<file path="config.mk">
export PLATFORM = sky130hd
export DESIGN_NAME = multi_strobe_gen
export DESIGN_NICKNAME = d
export VERILOG_FILES = /design/src/rtl/multi_strobe_gen.sv
export SDC_FILE = /design/constraint.sdc
export NUM_CORES = 1
export LEC_CHECK = 0
export ABC_AREA = 1
export BUFFER_PORTS_ARGS = -buffer_cell sky130_fd_sc_hd__buf_2
export CORE_UTILIZATION = 55
export CTS_CLUSTER_DIAMETER = 100
export DETAILED_ROUTE_END_ITERATION = 16
export PLACE_DENSITY = 0.77
export SLEW_MARGIN = 40
export SYNTH_ARGS = -nofsm -noshare
export SYNTH_HDL_FRONTEND = slang
export SYNTH_SLANG_ARGS = --single-unit
</file>
<file path="constraint.sdc">
create_clock -name clk -period 4.8 [get_ports clk]
set_clock_uncertainty 0.15 [all_clocks]
set_input_delay 1.44 -clock clk [delete_from_list [all_inputs] [get_ports clk]]
set_output_delay 1.44 -clock clk [all_outputs]
set_load 0.1 [all_outputs]
</file>
<file path="src/rtl/multi_strobe_gen.sv">
// Multi-channel programmable strobe generator.
// Each channel emits 1-clock pulses every (T+1) counting edges, where
// T = saturate(cmp << SHIFT). Channels run periodic or one-shot (triggered);
// sync re-aligns all channel phases.
// Optional feature: define MULTI_STROBE_CASCADE_EN to let channel i>0 count
// only on the registered strobe of channel i-1 when casc[i] is set.
module multi_strobe_gen #(
    parameter int unsigned CHANNELS = 4,
    parameter int unsigned WIDTH    = 16,
    parameter int unsigned CMP_W    = 8,
    parameter int unsigned SHIFT    = 6
) (
    input  logic                      clk,
    input  logic                      reset,
    input  logic [CHANNELS-1:0]       en,
    input  logic [CHANNELS-1:0]       oneshot,
    input  logic [CHANNELS-1:0]       trig,
    input  logic                      sync,
    input  logic [CHANNELS*CMP_W-1:0] cmp,
    input  logic [CHANNELS-1:0]       casc,
    output logic [CHANNELS-1:0]       strobe,
    output logic [CHANNELS-1:0]       busy
);

    localparam int unsigned FullW = WIDTH + CMP_W;

    typedef enum logic {StIdle, StRun} state_e;

    state_e              state_q [CHANNELS];
    state_e              state_d [CHANNELS];
    logic [WIDTH-1:0]    count_q [CHANNELS];
    logic [WIDTH-1:0]    count_d [CHANNELS];
    logic [CHANNELS-1:0] strobe_q;
    logic [CHANNELS-1:0] strobe_d;
    logic [FullW-1:0]    tc_full [CHANNELS];
    logic [WIDTH-1:0]    term    [CHANNELS];
    logic [CHANNELS-1:0] step_ok;

    // casc is fully consumed only in the cascade build; bit 0 is never used
    logic unused_casc;
    assign unused_casc = ^casc;

    // Terminal count per channel: shifted compare, saturated to the counter range
    always_comb begin
        for (int i = 0; i < CHANNELS; i++) begin
            tc_full[i] = FullW'(cmp[i*CMP_W +: CMP_W]) << SHIFT;
            if (|tc_full[i][FullW-1:WIDTH]) begin
                term[i] = '1;
            end else begin
                term[i] = tc_full[i][WIDTH-1:0];
            end
        end
    end

    // Increment condition: cascaded channels step only on the upstream strobe
    always_comb begin
`ifdef MULTI_STROBE_CASCADE_EN
        step_ok = '1;
        for (int i = 1; i < CHANNELS; i++) begin
            step_ok[i] = !casc[i] || strobe_q[i-1];
        end
`else
        step_ok = '1;
`endif
    end

    // Per-channel next state: sync > periodic / one-shot idle / one-shot run
    always_comb begin
        for (int i = 0; i < CHANNELS; i++) begin
            count_d[i]  = count_q[i];
            strobe_d[i] = 1'b0;
            state_d[i]  = state_q[i];
            if (sync) begin
                count_d[i] = '0;
            end else if (!oneshot[i]) begin
                state_d[i] = StIdle;
                if (!en[i]) begin
                    count_d[i] = '0;
                end else if (step_ok[i]) begin
                    if (count_q[i] >= term[i]) begin
                        strobe_d[i] = 1'b1;
                        count_d[i]  = '0;
                    end else begin
                        count_d[i] = count_q[i] + WIDTH'(1);
                    end
                end
            end else if (state_q[i] == StIdle) begin
                // Idle holds count at 0; a trigger edge counts from 0
                count_d[i] = '0;
                if (en[i] && trig[i]) begin
                    if (!step_ok[i]) begin
                        state_d[i] = StRun;
                    end else if (term[i] == '0) begin
                        strobe_d[i] = 1'b1;
                    end else begin
                        state_d[i] = StRun;
                        count_d[i] = WIDTH'(1);
                    end
                end
            end else begin
                if (!en[i]) begin
                    state_d[i] = StIdle;
                    count_d[i] = '0;
                end else if (step_ok[i]) begin
                    if (count_q[i] >= term[i]) begin
                        // A trigger on the terminal edge re-arms the shot
                        strobe_d[i] = 1'b1;
                        count_d[i]  = '0;
                        state_d[i]  = trig[i] ? StRun : StIdle;
                    end else begin
                        count_d[i] = trig[i] ? WIDTH'(1) : count_q[i] + WIDTH'(1);
                    end
                end else if (trig[i]) begin
                    count_d[i] = '0;
                end
            end
        end
    end

    // State, counter and strobe registers
    always_ff @(posedge clk) begin
        if (reset) begin
            for (int i = 0; i < CHANNELS; i++) begin
                count_q[i] <= '0;
                state_q[i] <= StIdle;
            end
            strobe_q <= '0;
        end else begin
            for (int i = 0; i < CHANNELS; i++) begin
                count_q[i] <= count_d[i];
                state_q[i] <= state_d[i];
            end
            strobe_q <= strobe_d;
        end
    end

    // Outputs
    always_comb begin
        strobe = strobe_q;
        for (int i = 0; i < CHANNELS; i++) begin
            busy[i] = (state_q[i] == StRun);
        end
    end

endmodule

</file>
==> metrics.md <==
| Metric | Value |
|---|---|
| Vias per Instance | 5.089 |
| Warnings, synthesis | 0 |
| Worst-margin pin slew | 0.5094 ns |
| Arrival time of data at the critical path endpoint | 3.15 ns |
| Reg2Reg Setup Slack | 2.59 ns |
| Layout-stage area growth over the synthesis result | 12.45% |
| Routed wire length per instance | 11.55 um |
| Final-layout fill cell count | 702 |
| Data required time at the worst endpoint | 4.91 ns |
| Achievable Freq | 329.3 MHz |
| Smallest setup slack after layout | 1.763 ns |
| Share of post-route cells with drive strength above 1 | 14.83% |
| Status | completed |
| Initial antenna violation count | 0 |
| Final global-route overflow total | 0 |
| Type of the most critical hold path | register to register |
| Vias in the first global route | 3845 |
| Number of synthesized flops with an enable pin | 0 |
| Initial standard-cell utilization of the core | 57.31% |
| Die outline area | 8458 sq um |
| H-Tree Depth | 3 |
| Clock Root Buffer | sky130_fd_sc_hd__clkbuf_8 |
| Leakage Power | 2.312 nW |
| Half-perimeter wire length after placement | 7104 um |
| Async set-or-reset flop fraction in the synthesized netlist | 0% |
| Cts repair resizes | 0 |
| Total Routing Usage GR | 22.92% |
| Startpoint type of the worst setup path | input port |
| Number of CTS-inserted buffers | 9 |
| Number of iterations in the first detailed-routing pass | 4 |
| Clock insertion delay at the later pin of the skew report | 0.34 ns |
| Average size of a mapped cell | 7.123 sq um |
| Clock transition at the registers of the reported paths | 0.08 ns |
| Antenna viol nets, final | 0 |
| Largest net degree at the start of global routing | 15 |
| Post-synthesis sequential element count | 72 |
| Total core area | 7767 sq um |
| Worst slew margin relative to its limit | 65.96% |
| Fraction of the yosys area taken by sequential cells | 32.38% |
| Rows | 32 |
| CP Max Fanout | 14 |
| Post-Route Setup TNS | 0 ns |
| Final hold violation count | 0 |
| Critical path class | input port to register |
| IO Pins | 59 |
| Layout Utilization | 64.45% |
| Beginning of the worst hold path | count_q[1][14] |
| Post-CTS Setup Repair Bufs | 0 |
| Total setup violations reported at the end of the flow | 0 |
| Worst Setup Slack post-DPL | 1.409 ns |
| Antenna Diode Count | 0 |
| Setup repair after global routing missed its margin | false |
| Via count | 4020 |
| Number of distinct library cells after synthesis | 36 |
| Max-slew violation count | 0 |
| Beginning of the worst register-to-register path | count_q[1][9] |
| Peak supply drop | 0.1521 mV |
| Die W | 91.97 um |
| Netlist area before placement | 4452 sq um |
| Hold WS | 0.3092 ns |
| Share of the clock period used by the worst path after layout | 63.27% |
| Number of buffers inserted for hold repair after clock tree synthesis | 0 |
| TritonCTS clock tree | built |
| DRC Markers | 0 |
| Number of sinks handled by clock tree synthesis | 72 |
| Predominant post-synthesis flop cell | sky130_fd_sc_hd__dfxtp_1 |
| Number of nets in the layout | 774 |
| Die span in y | 91.97 um |
| Number of maximum-capacitance violations | 0 |
| Routed wire length | 9122 um |
| Max Buffers Root-to-Sink | 2 |
| Global-route wire length before repair | 15760 um |
| GPL Wtd Cong | 0.8569 |
| First DRT Iteration DRCs | 128 |
| Final min period | 3.037 ns |
| Input/output buffers | 54 |
| Commonest non-fill, non-tap cell in the layout | sky130_fd_sc_hd__nand2_1 |
| Top library cells by usage in the layout, fill and taps aside | sky130_fd_sc_hd__nand2_1 (114), sky130_fd_sc_hd__inv_1 (108), sky130_fd_sc_hd__nor2_1 (82) |
| First element of the critical path | cmp[11] |
| Nature of the critical path endpoint | register |
| Gate count of the mapped netlist | 625 |
| Pwr Density | 246.5 nW/um^2 |
## worst max-delay path, stage by stage
cell and delay [ns]:
sky130_fd_sc_hd__buf_2 0.07, sky130_fd_sc_hd__inv_1 0.05, sky130_fd_sc_hd__ha_1 0.30, sky130_fd_sc_hd__nand2_1 0.07, sky130_fd_sc_hd__inv_1 0.04, sky130_fd_sc_hd__o21bai_1 0.14, sky130_fd_sc_hd__a21oi_1 0.08, sky130_fd_sc_hd__nor2_1 0.18
sky130_fd_sc_hd__nand2_1 0.10, sky130_fd_sc_hd__inv_1 0.08, sky130_fd_sc_hd__nand2_1 0.30, sky130_fd_sc_hd__nor3b_1 0.29
## worst paths after layout
check | to | cells past startpoint
max | count_q[1][12] | 12
min | count_q[1][14] | 2
max reg2reg | count_q[1][12] | 10
min reg2reg | count_q[1][14] | 2
## metrics by stage
| step | cells | cell area, sq um | total power [mW] |
|---|---|---|---|
| after CTS | 790 | 5006 | 1.247 |
| after detailed placement | 774 | 4786 | 0.7226 |
| after global routing | 790 | 5006 | 1.289 |
| after global placement | 774 | 4786 | 0.7177 |
| final | 790 | 5006 | 1.234 |
| after floorplan | 628 | 4463 | 0.6854 |
## final cells by class
| class | count | area (sq um) | share of cell area (%) |
|---|---|---|---|
| inverter | 112 | 420.4 | 8.398 |
| clock inverter | 7 | 96.34 | 1.925 |
| timing repair buffer | 54 | 270.3 | 5.399 |
| multi-input combinational | 434 | 2526 | 50.46 |
| tap | 102 | 127.6 | 2.549 |
| clock buffer | 9 | 123.9 | 2.474 |
| sequential | 72 | 1441 | 28.79 |
## synth_stat cells (all sizes together), types with 3 or more instances
cell	number	area [sq um]
nand4	13	81.33
inv	112	420.4
xnor2	9	78.83
buf	10	75.07
a21oi	47	235.2
nor4	3	25.02
dfxtp	72	1441
xor2	14	122.6
nand3	37	195.2
ha	40	500.5
o21ai	10	50.04
nor2	91	389.1
nand2	119	459.2
nor3	21	170.2
o21bai	5	37.54
nor3b	12	95.09
## kinds of logic (layout without fill, tap and decap cells)
group / after synthesis / count (layout) / synth area share, %
and+or+nand+nor: 296 / 296 / 31.79
DFF: 72 / 72 / 32.38
other: 1 / 4 / 0.08424
adders and majority gates: 40 / 40 / 11.24
AOI/OAI and AO/OA: 71 / 71 / 8.854
xor gates and xnor gates: 23 / 23 / 4.525
buffers and inverters: 122 / 182 / 11.13
## power breakdown
part	total (mW)	internal, mW	switching (mW)
Combinational	0.105	0.0378	0.0674
Sequential	0.604	0.601	0.00287
Clock	0.525	0.292	0.233
Total	1.23	0.931	0.303
## per-layer routing
metal / vias to the layer above / GRT usage [%] / routed length (um)
met5: - / 0 / 0
met4: 0 / 11.72 / 198
met3: 17 / 3.151 / 410
met2: 105 / 40.98 / 4469
met1: 1798 / 26.51 / 4043
li1: 2100 / - / -
## flip-flops by register name, indices dropped and copies added (netlist names)
register,count
count_q,64
state_q,4
strobe,4
No activity file was read; power rests on OpenSTA's default activity.
